## src/rtl/video_pattern_gen.sv

```systemverilog
// Video timing (DE/HSYNC/VSYNC) and test-pattern generator in the pixel clock domain.
module video_pattern_gen #(
  parameter int unsigned H_ACTIVE   = 800,
  parameter int unsigned H_FP       = 40,
  parameter int unsigned H_SYNC     = 128,
  parameter int unsigned H_BP       = 88,
  parameter int unsigned V_ACTIVE   = 480,
  parameter int unsigned V_FP       = 1,
  parameter int unsigned V_SYNC     = 3,
  parameter int unsigned V_BP       = 21,
  parameter bit          HS_POL     = 1'b0,
  parameter bit          VS_POL     = 1'b0,
  parameter int unsigned COLOR_W    = 8,
  parameter int unsigned CHECK_LOG2 = 5,
  parameter int unsigned CNT_W      = 12
) (
  input  logic                   clk_in,
  input  logic                   reset_n,
  input  logic                   enable,
  input  logic [1:0]             mode,
  input  logic [3*COLOR_W-1:0]   solid_rgb,
  output logic [3*COLOR_W-1:0]   vid_data,
  output logic                   vid_de,
  output logic                   vid_hsync,
  output logic                   vid_vsync,
  output logic                   frame_start
);

  localparam int unsigned PIX_W   = 3 * COLOR_W;
  localparam int unsigned H_TOTAL = H_ACTIVE + H_FP + H_SYNC + H_BP;
  localparam int unsigned V_TOTAL = V_ACTIVE + V_FP + V_SYNC + V_BP;
  localparam int unsigned BAR_W   = H_ACTIVE / 8;

  localparam logic [CNT_W-1:0] H_LAST = CNT_W'(H_TOTAL - 1);
  localparam logic [CNT_W-1:0] V_LAST = CNT_W'(V_TOTAL - 1);
  localparam logic [CNT_W-1:0] H_ACT  = CNT_W'(H_ACTIVE);
  localparam logic [CNT_W-1:0] V_ACT  = CNT_W'(V_ACTIVE);
  localparam logic [CNT_W-1:0] HS_BEG = CNT_W'(H_ACTIVE + H_FP);
  localparam logic [CNT_W-1:0] HS_END = CNT_W'(H_ACTIVE + H_FP + H_SYNC);
  localparam logic [CNT_W-1:0] VS_BEG = CNT_W'(V_ACTIVE + V_FP);
  localparam logic [CNT_W-1:0] VS_END = CNT_W'(V_ACTIVE + V_FP + V_SYNC);

  logic [CNT_W-1:0] h_cnt_q, h_cnt_d;
  logic [CNT_W-1:0] v_cnt_q, v_cnt_d;
  logic [1:0]       mode_q, mode_d;
  logic [PIX_W-1:0] solid_q, solid_d;
  logic [PIX_W-1:0] vid_data_q, vid_data_d;
  logic             vid_de_q, vid_de_d;
  logic             vid_hsync_q, vid_hsync_d;
  logic             vid_vsync_q, vid_vsync_d;
  logic             frame_start_q, frame_start_d;

  logic             at_origin;
  logic             active;
  logic             hs_on;
  logic             vs_on;
  logic [2:0]       bar_idx;
  logic [2:0]       bar_bgr;
  logic [COLOR_W-1:0] ramp;
  logic [PIX_W-1:0] pattern;

  assign at_origin = (h_cnt_q == '0) && (v_cnt_q == '0);

  // Raster counters: h wraps at H_TOTAL, v steps on h wrap; both held at 0 while idle.
  always_comb begin
    h_cnt_d = h_cnt_q;
    v_cnt_d = v_cnt_q;
    if (!enable) begin
      h_cnt_d = '0;
      v_cnt_d = '0;
    end else if (h_cnt_q == H_LAST) begin
      h_cnt_d = '0;
      v_cnt_d = (v_cnt_q == V_LAST) ? '0 : v_cnt_q + CNT_W'(1);
    end else begin
      h_cnt_d = h_cnt_q + CNT_W'(1);
    end
  end

  // Mode/colour latch at frame origin; the _d value is the effective setting for this pixel.
  always_comb begin
    mode_d  = mode_q;
    solid_d = solid_q;
    if (enable && at_origin) begin
      mode_d  = mode;
      solid_d = solid_rgb;
    end
  end

  // Colour-bar index by threshold compare; remainder pixels fall into bar 7.
  always_comb begin
    bar_idx = 3'd0;
    for (int k = 1; k < 8; k++) begin
      if (h_cnt_q >= CNT_W'(k * BAR_W)) bar_idx = 3'(k);
    end
  end

  // Bar colour as {b,g,r} on/off bits: white, yellow, cyan, green, magenta, red, blue, black.
  always_comb begin
    bar_bgr = 3'b000;
    case (bar_idx)
      3'd0:    bar_bgr = 3'b111;
      3'd1:    bar_bgr = 3'b011;
      3'd2:    bar_bgr = 3'b110;
      3'd3:    bar_bgr = 3'b010;
      3'd4:    bar_bgr = 3'b101;
      3'd5:    bar_bgr = 3'b001;
      3'd6:    bar_bgr = 3'b100;
      default: bar_bgr = 3'b000;
    endcase
  end

  assign ramp = COLOR_W'(h_cnt_q);

  // Pattern select for the current raster position.
  always_comb begin
    pattern = '0;
    case (mode_d)
      2'd0: pattern = {{COLOR_W{bar_bgr[2]}}, {COLOR_W{bar_bgr[1]}}, {COLOR_W{bar_bgr[0]}}};
      2'd1: pattern = {ramp, ramp, ramp};
      2'd2: pattern = (h_cnt_q[CHECK_LOG2] ^ v_cnt_q[CHECK_LOG2]) ? '1 : '0;
      default: pattern = solid_d;
    endcase
  end

  // Timing decode and next output values; idle values whenever enable is low.
  always_comb begin
    active        = (h_cnt_q < H_ACT) && (v_cnt_q < V_ACT);
    hs_on         = (h_cnt_q >= HS_BEG) && (h_cnt_q < HS_END);
    vs_on         = (v_cnt_q >= VS_BEG) && (v_cnt_q < VS_END);
    vid_de_d      = enable && active;
    vid_hsync_d   = (enable && hs_on) ? HS_POL : ~HS_POL;
    vid_vsync_d   = (enable && vs_on) ? VS_POL : ~VS_POL;
    frame_start_d = enable && at_origin && active;
    vid_data_d    = vid_de_d ? pattern : '0;
  end

  // State and output registers.
  always_ff @(posedge clk_in or negedge reset_n) begin
    if (!reset_n) begin
      h_cnt_q       <= '0;
      v_cnt_q       <= '0;
      mode_q        <= '0;
      solid_q       <= '0;
      vid_data_q    <= '0;
      vid_de_q      <= 1'b0;
      vid_hsync_q   <= ~HS_POL;
      vid_vsync_q   <= ~VS_POL;
      frame_start_q <= 1'b0;
    end else begin
      h_cnt_q       <= h_cnt_d;
      v_cnt_q       <= v_cnt_d;
      mode_q        <= mode_d;
      solid_q       <= solid_d;
      vid_data_q    <= vid_data_d;
      vid_de_q      <= vid_de_d;
      vid_hsync_q   <= vid_hsync_d;
      vid_vsync_q   <= vid_vsync_d;
      frame_start_q <= frame_start_d;
    end
  end

  assign vid_data    = vid_data_q;
  assign vid_de      = vid_de_q;
  assign vid_hsync   = vid_hsync_q;
  assign vid_vsync   = vid_vsync_q;
  assign frame_start = frame_start_q;

endmodule
```

## config.mk

```make
export PLATFORM = sky130hd
export DESIGN_NAME = video_pattern_gen
export DESIGN_NICKNAME = d
export VERILOG_FILES = /design/src/rtl/video_pattern_gen.sv
export SDC_FILE = /design/constraint.sdc
export NUM_CORES = 1
export LEC_CHECK = 0
export CAP_MARGIN = 25
export CELL_PAD_IN_SITES_DETAIL_PLACEMENT = 1
export CELL_PAD_IN_SITES_GLOBAL_PLACEMENT = 1
export CORE_ASPECT_RATIO = 0.7
export CORE_MARGIN = 2
export CORE_UTILIZATION = 40
export DETAILED_ROUTE_END_ITERATION = 10
export PLACE_DENSITY_LB_ADDON = 0.1
export SYNTH_ARGS = -nofsm -noshare
export SYNTH_HDL_FRONTEND = slang
export SYNTH_SLANG_ARGS = --single-unit
```

## constraint.sdc

```tcl
create_clock -name clk_in -period 2.6 [get_ports clk_in]
set_input_delay 0.52 -clock clk_in [delete_from_list [all_inputs] [get_ports clk_in]]
set_output_delay 0.52 -clock clk_in [all_outputs]
set_load 0.005 [all_outputs]
```

==> qor.csv, run 1 <==
stage;metric;value;unit
run_status;status;finished, final reports clean;
place;portBuffers;56;
place;dpl_cell_area;4720;um^2
route;drt_iter0_markers;289;
global_route;grt_pass1_vias;3307;
logic_synthesis;ys_types;55;
sta;period_needed;2.49;ns
cells_and_area;nets;472;
cells_and_area;drive_above_1_share;16.5;%
logic_synthesis;syn_avg_cell_area;10.6;um^2
cells_and_area;num-fill-cells;1029;
setup_path;critPathMaxFanout;28;
setup_path;startpoint_type;register;
logic_synthesis;synth-edff-count;0;
setup_path;crit_path_end_kind;register;
clocking;numClockSinks;78;
pwr;intPower;2.54;mW
floorplanning;fp.dieH;86.6;um
cells_and_area;n_antenna_cell;0;
route;ant_nets;0;
sta;fmax;402;MHz
clocking;cts_buffers;9;
logic_synthesis;synthCells;367;
pwr;p_leak;2.31;nW
route;viasPerCell;5.58;
setup_path;path_class;register to register;
pwr;powerDensity;699;nW/um^2
pwr;switchingPower;1.00;mW
place;dpl.hpwl;8080;um
sta;worstMarginPinSlew;0.505;ns
route;drt-total-wl;11400;um
logic_synthesis;syn-cell-area;3900;um^2
sta;setup_slack;0.111;ns
global_route;grt.total_usage;23.2;%
global_route;antenna_found_initial;0;
pwr;pwr-share-clk;36.5;%
clocking;clock-root-buffer;clkbuf_16;
route;num_vias;3181;
logic_synthesis;ys_warn_count;0;
clocking;htree_levels;3;
clocking;cts_tree;done;
sta;hold_ws;0.142;ns
floorplanning;core_area;9570;um^2
setup_path;cp_data_required_time;2.80;ns
cells_and_area;area_growth;29.8;%
sta;maxSlewViolCount;0;
route;drc;0;
clocking;clockBufferDepth;2;
sta;finalSetupTns;0;ns
logic_synthesis;async_reset_ff_share;100;%
place;gp_congestion;0.838;
min_path;worst_hold_path_type;input pin to asynchronous set/reset pin;
global_route;grt_pass1_wl;18500;um
place;place_ws;-0.0397;ns
sta;rsz0062_at_grt;no;
flow_run;maxCapViolCount;0;
pwr;p_comb_share;21.9;%
pwr;pwr-share-seq;41.6;%
logic_synthesis;yosys_register_bits;78;
logic_synthesis;synth_fp_nets;402;
sta;hold_violations;0;
floorplanning;pin_count;57;
floorplanning;initial_core_util;40.7;%
clocking;cts_hold_buffers;0;
pwr;vdd_drop_max;0.000567;V
logic_synthesis;seq_area_frac_synth;50.1;%
cells_and_area;final_area;5060;um^2
sta;setup_violations;0;
floorplanning;die_x;122;um
route;first_pass_iters;4;
cells_and_area;regArea;1950;um^2
route;post_drt_wl_per_cell;20.0;um
clocking;clock_latency;0.34;ns
sta;post-route-period-util;95.7;%
setup_path;r2r_cells;6;
logic_synthesis;synth_ff_type;dfrtp_1;
sta;relSlewSlack;66.3;%
global_route;grt_max_degree;45;
clocking;clkTransAtPathRegs;0.06;ns
pwr;p_sw_share;28.3;%
global_route;grt.overflow.total;0;
setup_path;arrival;2.68;ns
floorplanning;num_rows;30;
sta;fin_skew;0.00879;ns
cells_and_area;multi_input_area;1750;um^2
floorplanning;dieArea;10600;um^2
[worst max-delay path, cell delays in order, from the launching register on]
cell	delay (ns)
dfrtp_1	0.41
nor4_2	0.31
nand3_1	0.23
or4_4	0.61
buf_6	0.23
mux2i_1	0.39
a221oi_2	0.14
[through the flow]
step | util (%) | cells | power [mW]
floorplan | - | 367 | 1.86
global placement | 49.3 | 554 | 2.22
detailed placement | 49.3 | 554 | 2.25
CTS | 52.5 | 570 | 3.56
global route | 52.9 | 570 | 3.71
finish | 52.9 | 570 | 3.54
[sequential cells by signal, summed over array words and instances (netlist names)]
signal	flops
mode_q	2
vid_hsync	1
frame_start	1
vid_de	1
vid_data	24
h_cnt_q	12
vid_vsync	1
solid_q	24
v_cnt_q	12
[placed cells by master (no fill, tap or decap), types with 3 or more instances in the layout]
cell type | synthesis | routed
a21oi_1 | 5 | 3
a21oi_2 | 2 | 4
a221oi_1 | 18 | 16
a221oi_2 | 3 | 5
and2_1 | 3 | 3
and3_1 | 5 | 5
buf_12 | 0 | 3
buf_4 | 1 | 22
clkbuf_16 | 0 | 9
clkdlybuf4s50_1 | 0 | 55
dfrtp_1 | 76 | 76
ha_1 | 6 | 6
inv_1 | 28 | 28
mux2i_1 | 23 | 23
nand2_1 | 32 | 32
nand2b_1 | 4 | 4
nand3_1 | 11 | 11
nand4_1 | 6 | 6
nor2_1 | 26 | 25
nor3_1 | 14 | 14
nor4_2 | 2 | 3
o21ai_0 | 17 | 17
o21ai_1 | 3 | 3
o31ai_1 | 5 | 5
or3_1 | 5 | 5
or4_4 | 3 | 3
xnor2_1 | 6 | 6
xor2_1 | 7 | 7
[final timing paths]
check	startpoint	end	slack, ns
worst max register to register	h_cnt_q[5]$_DFF_PN0_	vid_data[3]$_DFF_PN0_	0.11
worst max-delay path	h_cnt_q[5]$_DFF_PN0_	vid_data[3]$_DFF_PN0_	0.11
worst min-delay path	reset_n	h_cnt_q[9]$_DFF_PN0_	0.14
min in group clk_in	solid_q[5]$_DFF_PN0_	solid_q[5]$_DFF_PN0_	0.48
max in group asynchronous	reset_n	vid_hsync$_DFF_PN1_	1.82
worst min register to register	solid_q[5]$_DFF_PN0_	solid_q[5]$_DFF_PN0_	0.48
[per-layer routing]
| layer | track usage, % | share of wire, % | wire, um |
|---|---|---|---|
| met1 | 34.9 | 49 | 5580 |
| met3 | 5.07 | 4.0 | 459 |
| met2 | 34.4 | 46 | 5250 |
| met5 | 0 | 0 | 0 |
| met4 | 4.60 | 0.76 | 86 |
[layout make-up]
type                    instances  area share [%]
flip-flops and latches         78            38.6
multi-input cells             239            34.6
repair buffers                 81            15.5
clock buffers                  10            4.72
well taps                     128            3.16
inverters                      28            2.08
clock inverters                 6            1.33
[synth_stat cells, types with 3 or more instances]
master | count | area [um^2]
a21oi_1 | 5 | 25.0
a221oi_1 | 18 | 158
a221oi_2 | 3 | 45.0
and2_1 | 3 | 18.8
and3_1 | 5 | 31.3
buf_2 | 8 | 40.0
buf_6 | 4 | 45.0
clkbuf_1 | 9 | 33.8
dfrtp_1 | 76 | 1900
ha_1 | 6 | 75.1
inv_1 | 28 | 105
mux2i_1 | 23 | 230
nand2_1 | 32 | 120
nand2b_1 | 4 | 25.0
nand3_1 | 11 | 55.1
nand4_1 | 6 | 37.5
nor2_1 | 26 | 97.6
nor3_1 | 14 | 70.1
o21ai_0 | 17 | 85.1
o21ai_1 | 3 | 15.0
o31ai_1 | 5 | 37.5
or3_1 | 5 | 31.3
or4_4 | 3 | 33.8
xnor2_1 | 6 | 52.6
xor2_1 | 7 | 61.3
[power by group through the flow]
stage | registers (mW) | logic, mW | clock network [mW]
after floorplan | 1.47 | 0.385 | 0
after global placement | 1.49 | 0.732 | 0
after detailed placement | 1.49 | 0.761 | 0
after CTS | 1.47 | 0.765 | 1.32
after global routing | 1.49 | 0.845 | 1.37
final | 1.47 | 0.776 | 1.29
[kinds of logic after synthesis]
family          after synthesis  synth area share, %
flops                        78                 50.1
xor+xnor                     13                 2.92
compound gates               74                 16.1
fa+ha+maj                     6                 1.92
simple gates                121                 16.4
mux                          25                 6.67
buf+inv                      50                 5.94
[timing repair]
| action | CTS | global route |
|---|---|---|
| setup endpoints to repair | 0 | 18 |
| gates resized for setup | 0 | 8 |
| buffers inserted | 0 | 0 |
Note: power is estimated with default switching activity, not from simulation.
==> inputs of run 2 (changes only) <==
Settings changed: CORE_ASPECT_RATIO 0.7 to not set.
Clock period 2.6 ns to 3.23 ns, I/O delays scaled along.
==> run 2 against run 1 <==
Net effect: clock power down 36%; die area down 0.13%; power down 27%; sequential share of layout area rose by 2.0 points; routed wire length shrank 12%; global-route usage fell by 2.9 points; critical path type unchanged.
==> qor.csv, run 2 (synthesis results as in run 1) <==
stage;metric;value;unit;change
place;dpl.hpwl;6930;um;-14%
floorplanning;die_x;103;um;-16%
place;gp_congestion;0.789;;-5.8%
setup_path;path_cells;nor4_1, nand3_1, or4_4, buf_4, mux2i_1, a221oi_2;;
cells_and_area;final_common_cell;dfrtp_1;;
clocking;post_cts_buffers;0;;unchanged
sta;rsz0062_at_grt;no;;
cells_and_area;final_util;49.9;%;-3.0 points
clocking;clockBufferDepth;2;;unchanged
pwr;p_comb_share;22.2;%;+0.3 points
clocking;cts_tree;done;;
route;num_vias;3003;;-5.6%
clocking;htree_levels;3;;unchanged
cells_and_area;drive_above_1_share;12.2;%;-4.3 points
setup_path;critPathMaxFanout;28;;unchanged
sta;post-route-period-util;80.9;%;-15 points
sta;fmax;383;MHz;-4.8%
floorplanning;fp.dieH;103;um;+19%
pwr;total_power;2.58;mW;-27%
sta;worstMarginPinSlew;0.833;ns;+0.329 ns
clocking;numClockSinks;78;;unchanged
clocking;post_cts_resized;0;;unchanged
floorplanning;num_rows;36;;+20%
sta;relSlewSlack;43.7;%;-23 points
route;post_drt_wl_per_cell;17.9;um;-10%
global_route;grt_pass1_vias;3135;;-5.2%
pwr;vdd_drop_max;0.000193;V;-66%
pwr;intPower;1.84;mW;-28%
route;first_pass_iters;4;;unchanged
global_route;busiest_layer;met2;;
place;dpl_cell_area;4570;um^2;-3.2%
setup_path;cp_data_required_time;3.46;ns;+0.66 ns
global_route;grt_pass1_wl;16200;um;-12%
run_status;status;finished, final reports clean;;
min_path;worst_hold_path_type;input pin to asynchronous set/reset pin;;
setup_path;cp_slowest_cell;or4_4;;
pwr;p_leak;2.18;nW;-5.4%
route;viasPerCell;5.36;;-3.9%
route;ant_nets;0;;unchanged
route;drc;0;;unchanged
global_route;use_met2;34.2;%;-0.19 points
sta;finalSetupTns;0;ns;unchanged
floorplanning;initial_core_util;40.5;%;-0.29 points
cells_and_area;nets;457;;-3.2%
sta;fin_skew;0.0163;ns;+0.00751 ns
cells_and_area;final_cell_mix;dfrtp_1 (76), clkdlybuf4s50_1 (55), nand2_1 (32);;
flow_run;maxCapViolCount;0;;unchanged
clocking;cts_buffers;9;;unchanged
global_route;grt_use_met1;26.0;%;-9.0 points
pwr;powerDensity;535;nW/um^2;-23%
clocking;cts_hold_buffers;0;;unchanged
cells_and_area;num-fill-cells;1080;;+5.0%
setup_path;crit_path_end_kind;register;;
setup_path;worst-path-buf-inv;1;;unchanged
floorplanning;pin_count;57;;unchanged
setup_path;crit_family;simple AND/OR/NAND/NOR gates;;
cells_and_area;area_growth;23.4;%;
sta;hold_ws;0.0872;ns;-0.0544 ns
cells_and_area;final_area;4810;um^2;-5.0%
global_route;grt.total_usage;20.3;%;-2.9 points
pwr;pwr-share-seq;45.8;%;+4.2 points
floorplanning;core_area;9640;um^2;+0.71%
clocking;clkTransAtPathRegs;0.09;ns;+0.03 ns
place;portBuffers;56;;unchanged
setup_path;path_class;register to register;;
route;drt_iter0_markers;162;;-44%
cells_and_area;n_antenna_cell;0;;unchanged
global_route;gr-usage-met3;2.78;%;-2.3 points
sta;setup_violations;0;;unchanged
pwr;pwr-share-clk;32.0;%;-4.5 points
global_route;grt.overflow.total;0;;unchanged
pwr;p_sw_share;28.7;%;+0.33 points
global_route;grt_max_degree;79;;+76%
setup_path;arrival;2.84;ns;+0.16 ns
setup_path;critPathMaxStageDelay;0.59;ns;-0.02 ns
clocking;clock-root-buffer;clkbuf_8;;
pwr;switchingPower;739;uW;-26%
clocking;clock_latency;0.36;ns;+0.02 ns
sta;hold_violations;0;;unchanged
route;drt-total-wl;10000;um;-12%
global_route;antenna_found_initial;0;;unchanged
sta;maxSlewViolCount;0;;unchanged
floorplanning;dieArea;10600;um^2;-0.13%
sta;period_needed;2.61;ns;+0.124 ns
setup_path;startpoint_type;register;;
==> run 2: changes by cell type in the layout (fill, tap and decap cells not counted), moves of 2 or more <==
cell,delta
clkbuf_16,-9
clkbuf_8,+8
buf_4,-12
a21oi_1,+2
buf_12,-3
a21oi_2,-2
a221oi_2,-2
a221oi_1,+2
==> run 2: cell type report <==
cell class	count	area (um^2)	area share, %
flip-flops and latches	78	1950	40.6
multi-input cells	239	1710	35.6
repair buffers	66	653	13.6
well taps	133	166	3.46
clock buffers	9	124	2.57
inverters	28	105	2.18
clock inverters	7	95.1	1.98
==> run 2: path summary, 6_finish.rpt <==
path	cells after the start	slack [ns]	end	startpoint
worst max-delay path	6	0.62	vid_data[7]$_DFF_PN0_	h_cnt_q[6]$_DFF_PN0_
worst min-delay path	1	0.09	solid_q[10]$_DFF_PN0_	reset_n
worst max register to register	6	0.62	vid_data[7]$_DFF_PN0_	h_cnt_q[6]$_DFF_PN0_
worst min register to register	2	0.48	solid_q[21]$_DFF_PN0_	solid_q[21]$_DFF_PN0_
max in group asynchronous	2	2.53	vid_vsync$_DFF_PN1_	reset_n
min in group clk_in	2	0.48	solid_q[21]$_DFF_PN0_	solid_q[21]$_DFF_PN0_
==> run 2: layer usage <==
metal / share of wire, % / routed length (um)
met1: 47 / 4670
met2: 48 / 4820
met3: 3.2 / 326
met4: 2.2 / 221
met5: 0 / 0
==> run 2: power by group through the flow <==
stage	Sequential (mW)	Combinational [mW]	Clock, mW
floorplan	1.19	0.310	0
global placement	1.20	0.564	0
detailed placement	1.20	0.577	0
CTS	1.18	0.578	0.847
global route	1.20	0.639	0.882
finish	1.18	0.572	0.825
==> run 2: per-stage QoR <==
stage                     setup slack, ns  std cells
after global routing                0.474        560
after floorplan                      1.04        367
after CTS                           0.567        559
final                               0.617        560
after global placement              0.471        543
after detailed placement            0.404        543
==> inputs of run 3 (changes only) <==
Settings changed: CORE_UTILIZATION 40 to 38.
Clock period 3.23 ns to 2.2 ns, I/O delays scaled along.
==> run 3 against run 2 <==
Net effect: the run now ends with negative hold slack, negative setup slack left; fmax increased by 12%; cell area increased by 16%; flip-flop and latch count unchanged; core utilization increased by 6.8 points; sequential share of layout area decreased by 5.7 points; clock-buffer cell count unchanged; first-iteration DRC count decreased by 64%; via count increased by 11%; highest routed layer unchanged.
==> qor.csv, run 3 (synthesis results as in run 1) <==
stage;metric;value;unit;change
setup_path;rrSetupSlack;-0.13;ns;-0.75 ns
global_route;grt_max_degree;51;;-35%
sta;relSlewSlack;62.0;%;+18 points
setup_path;setup.worst_path.start;h_cnt_q[6]$_DFF_PN0_;;
pwr;p_leak;2.49;nW;+14%
run_status;failed_checks;negative hold slack, negative setup slack;;
setup_path;critPathMaxStageDelay;0.55;ns;-0.04 ns
floorplanning;die_x;105;um;+2.5%
setup_path;cp_slowest_cell;or4_4;;
setup_path;reg2reg_from;h_cnt_q[6]$_DFF_PN0_;;
route;drt-total-wl;12600;um;+25%
place;dp_cells;596;;+9.8%
cells_and_area;nets;517;;+13%
route;drc;0;;unchanged
place;dpl_cell_area;5000;um^2;+9.5%
clocking;clockBufferDepth;2;;unchanged
sta;setup_slack;-0.135;ns;-0.752 ns
floorplanning;initial_core_util;39.5;%;-0.92 points
clocking;clock-root-buffer;clkbuf_8;;
sta;finalSetupTns;-1.36;ns;-1.36 ns
place;portBuffers;56;;unchanged
route;drt_iter0_markers;58;;-64%
place;dpl.hpwl;8120;um;+17%
cells_and_area;final_common_cell;dfrtp_1;;
floorplanning;core_area;9860;um^2;+2.3%
setup_path;critPathMaxFanout;7;;-75%
cells_and_area;n_antenna_cell;0;;unchanged
global_route;grt.total_usage;21.1;%;+0.80 points
pwr;pwr-share-clk;26.7;%;-5.3 points
clocking;clock_latency;0.37;ns;about the same
setup_path;r2r-end;vid_data[12]$_DFF_PN0_;;
global_route;grt_pass1_wl;18200;um;+12%
global_route;grt_pass1_vias;3446;;+9.9%
clocking;cts_tree;done;;
setup_path;crit_path_end_kind;register;;
setup_path;startpoint_type;register;;
route;num_vias;3327;;+11%
setup_path;r2r_cells;7;;+1
pwr;switchingPower;1.35;mW;+83%
place;gp_congestion;0.800;;+1.4%
pwr;p_sw_share;33.8;%;+5.1 points
pwr;vdd_drop_max;0.000280;V;+45%
pwr;intPower;2.64;mW;+44%
place;place_ws;-0.252;ns;-0.656 ns
pwr;p_comb_share;29.0;%;+6.8 points
clocking;cts_hold_buffers;0;;unchanged
cells_and_area;drive_above_1_share;31.8;%;+20 points
sta;hold_violations;1;;+1
setup_path;path_cells;nor4_2, nand3_1, buf_6, or4_4, o21ai_4, a21oi_2, a221oi_1;;
route;viasPerCell;5.37;;about the same
sta;rsz0062_at_grt;yes;;
cells_and_area;final_area;5590;um^2;+16%
flow_run;maxCapViolCount;0;;unchanged
sta;hold_ws;-0.000937;ns;-0.0881 ns
sta;period_needed;2.33;ns;-0.278 ns
min_path;worst_hold_path_type;input pin to asynchronous set/reset pin;;
floorplanning;pin_count;57;;unchanged
sta;fin_skew;0.00998;ns;-0.00632 ns
sta;fmax;428;MHz;+12%
cells_and_area;area_growth;43.4;%;
global_route;grt.overflow.total;0;;unchanged
clocking;numClockSinks;78;;unchanged
sta;worstMarginPinSlew;0.570;ns;-0.263 ns
clocking;htree_levels;3;;unchanged
sta;maxSlewViolCount;0;;unchanged
run_status;status;finished with violations;;
setup_path;arrival;2.60;ns;-0.24 ns
floorplanning;num_rows;36;;unchanged
route;post_drt_wl_per_cell;20.3;um;+13%
floorplanning;dieArea;11100;um^2;+5.1%
global_route;antenna_found_initial;0;;unchanged
sta;setup_violations;24;;+24
cells_and_area;final_util;56.7;%;+6.8 points
setup_path;cp_data_required_time;2.47;ns;-0.99 ns
pwr;total_power;3.99;mW;+55%
cells_and_area;layout.cells.non_filler;620;;+11%
cells_and_area;final_cell_mix;dfrtp_1 (76), buf_4 (61), clkdlybuf4s50_1 (55);;
pwr;pwr-share-seq;44.3;%;-1.5 points
sta;post-route-period-util;106;%;+25 points
setup_path;path_class;register to register;;
clocking;cts_buffers;9;;unchanged
clocking;clkTransAtPathRegs;0.10;ns;about the same
route;first_pass_iters;4;;unchanged
floorplanning;fp.dieH;105;um;+2.5%
pwr;powerDensity;713;nW/um^2;+33%
route;ant_nets;0;;unchanged
## run 3: cell types whose count changed in the layout (fill, tap and decap cells not counted), sizes merged
cell,change
buf,+59
bufinv,-2
inv,+2
or2,+1
## run 3: final cells by class
class,instances,area (um^2)
inverters,28,105
repair buffers,125,1140
flip-flops and latches,78,1950
clock buffers,9,124
well taps,133,166
fillers,1031,4270
clock inverters,7,62.6
multi-input cells,240,2040
## run 3: per-layer routing
layer,vias up,share of wire [%],track usage [%]
met1,1691,40,24.9
met2,68,55,39.0
met5,-,0,0
li1,1549,-,-
met3,19,3.2,3.46
met4,0,2.0,6.57
## run 3: what timing repair did
action | in CTS | in global routing
pin swaps | 17 | 13
hold endpoints to repair | 0 | 0
endpoints found under the setup margin | 54 | 55
resized for setup | 40 | 32
setup buffers | 3 | 3
gates cloned | 0 | 2
## run 3: how the worst max path moves through the flow
stage | endpoint | slack, ns | depth (start not counted)
after global routing | vid_data[12]$_DFF_PN0_ | -0.23 | 7
after global placement | vid_data[12]$_DFF_PN0_ | -0.22 | 6
after CTS | vid_data[12]$_DFF_PN0_ | -0.10 | 7
after detailed placement | vid_data[10]$_DFF_PN0_ | -0.25 | 6
final | vid_data[12]$_DFF_PN0_ | -0.13 | 7
after floorplan | vid_data[10]$_DFF_PN0_ | 0.04 | 8
## run 3: critical path, delay by kind of cell, from the launching register on
family	cells	cell delay [ns]
AND/OR/NAND/NOR	3	1.02
AO/OA/AOI/OAI	3	0.65
flip-flops	1	0.40
buffers and inverters	1	0.17
## run 3: power by group through the flow
stage	logic (mW)	clock network [mW]	registers, mW
floorplan	0.455	0	1.74
global placement	0.897	0	1.75
detailed placement	0.919	0	1.76
CTS	1.03	1.06	1.74
global route	1.23	1.13	1.79
finish	1.16	1.07	1.77
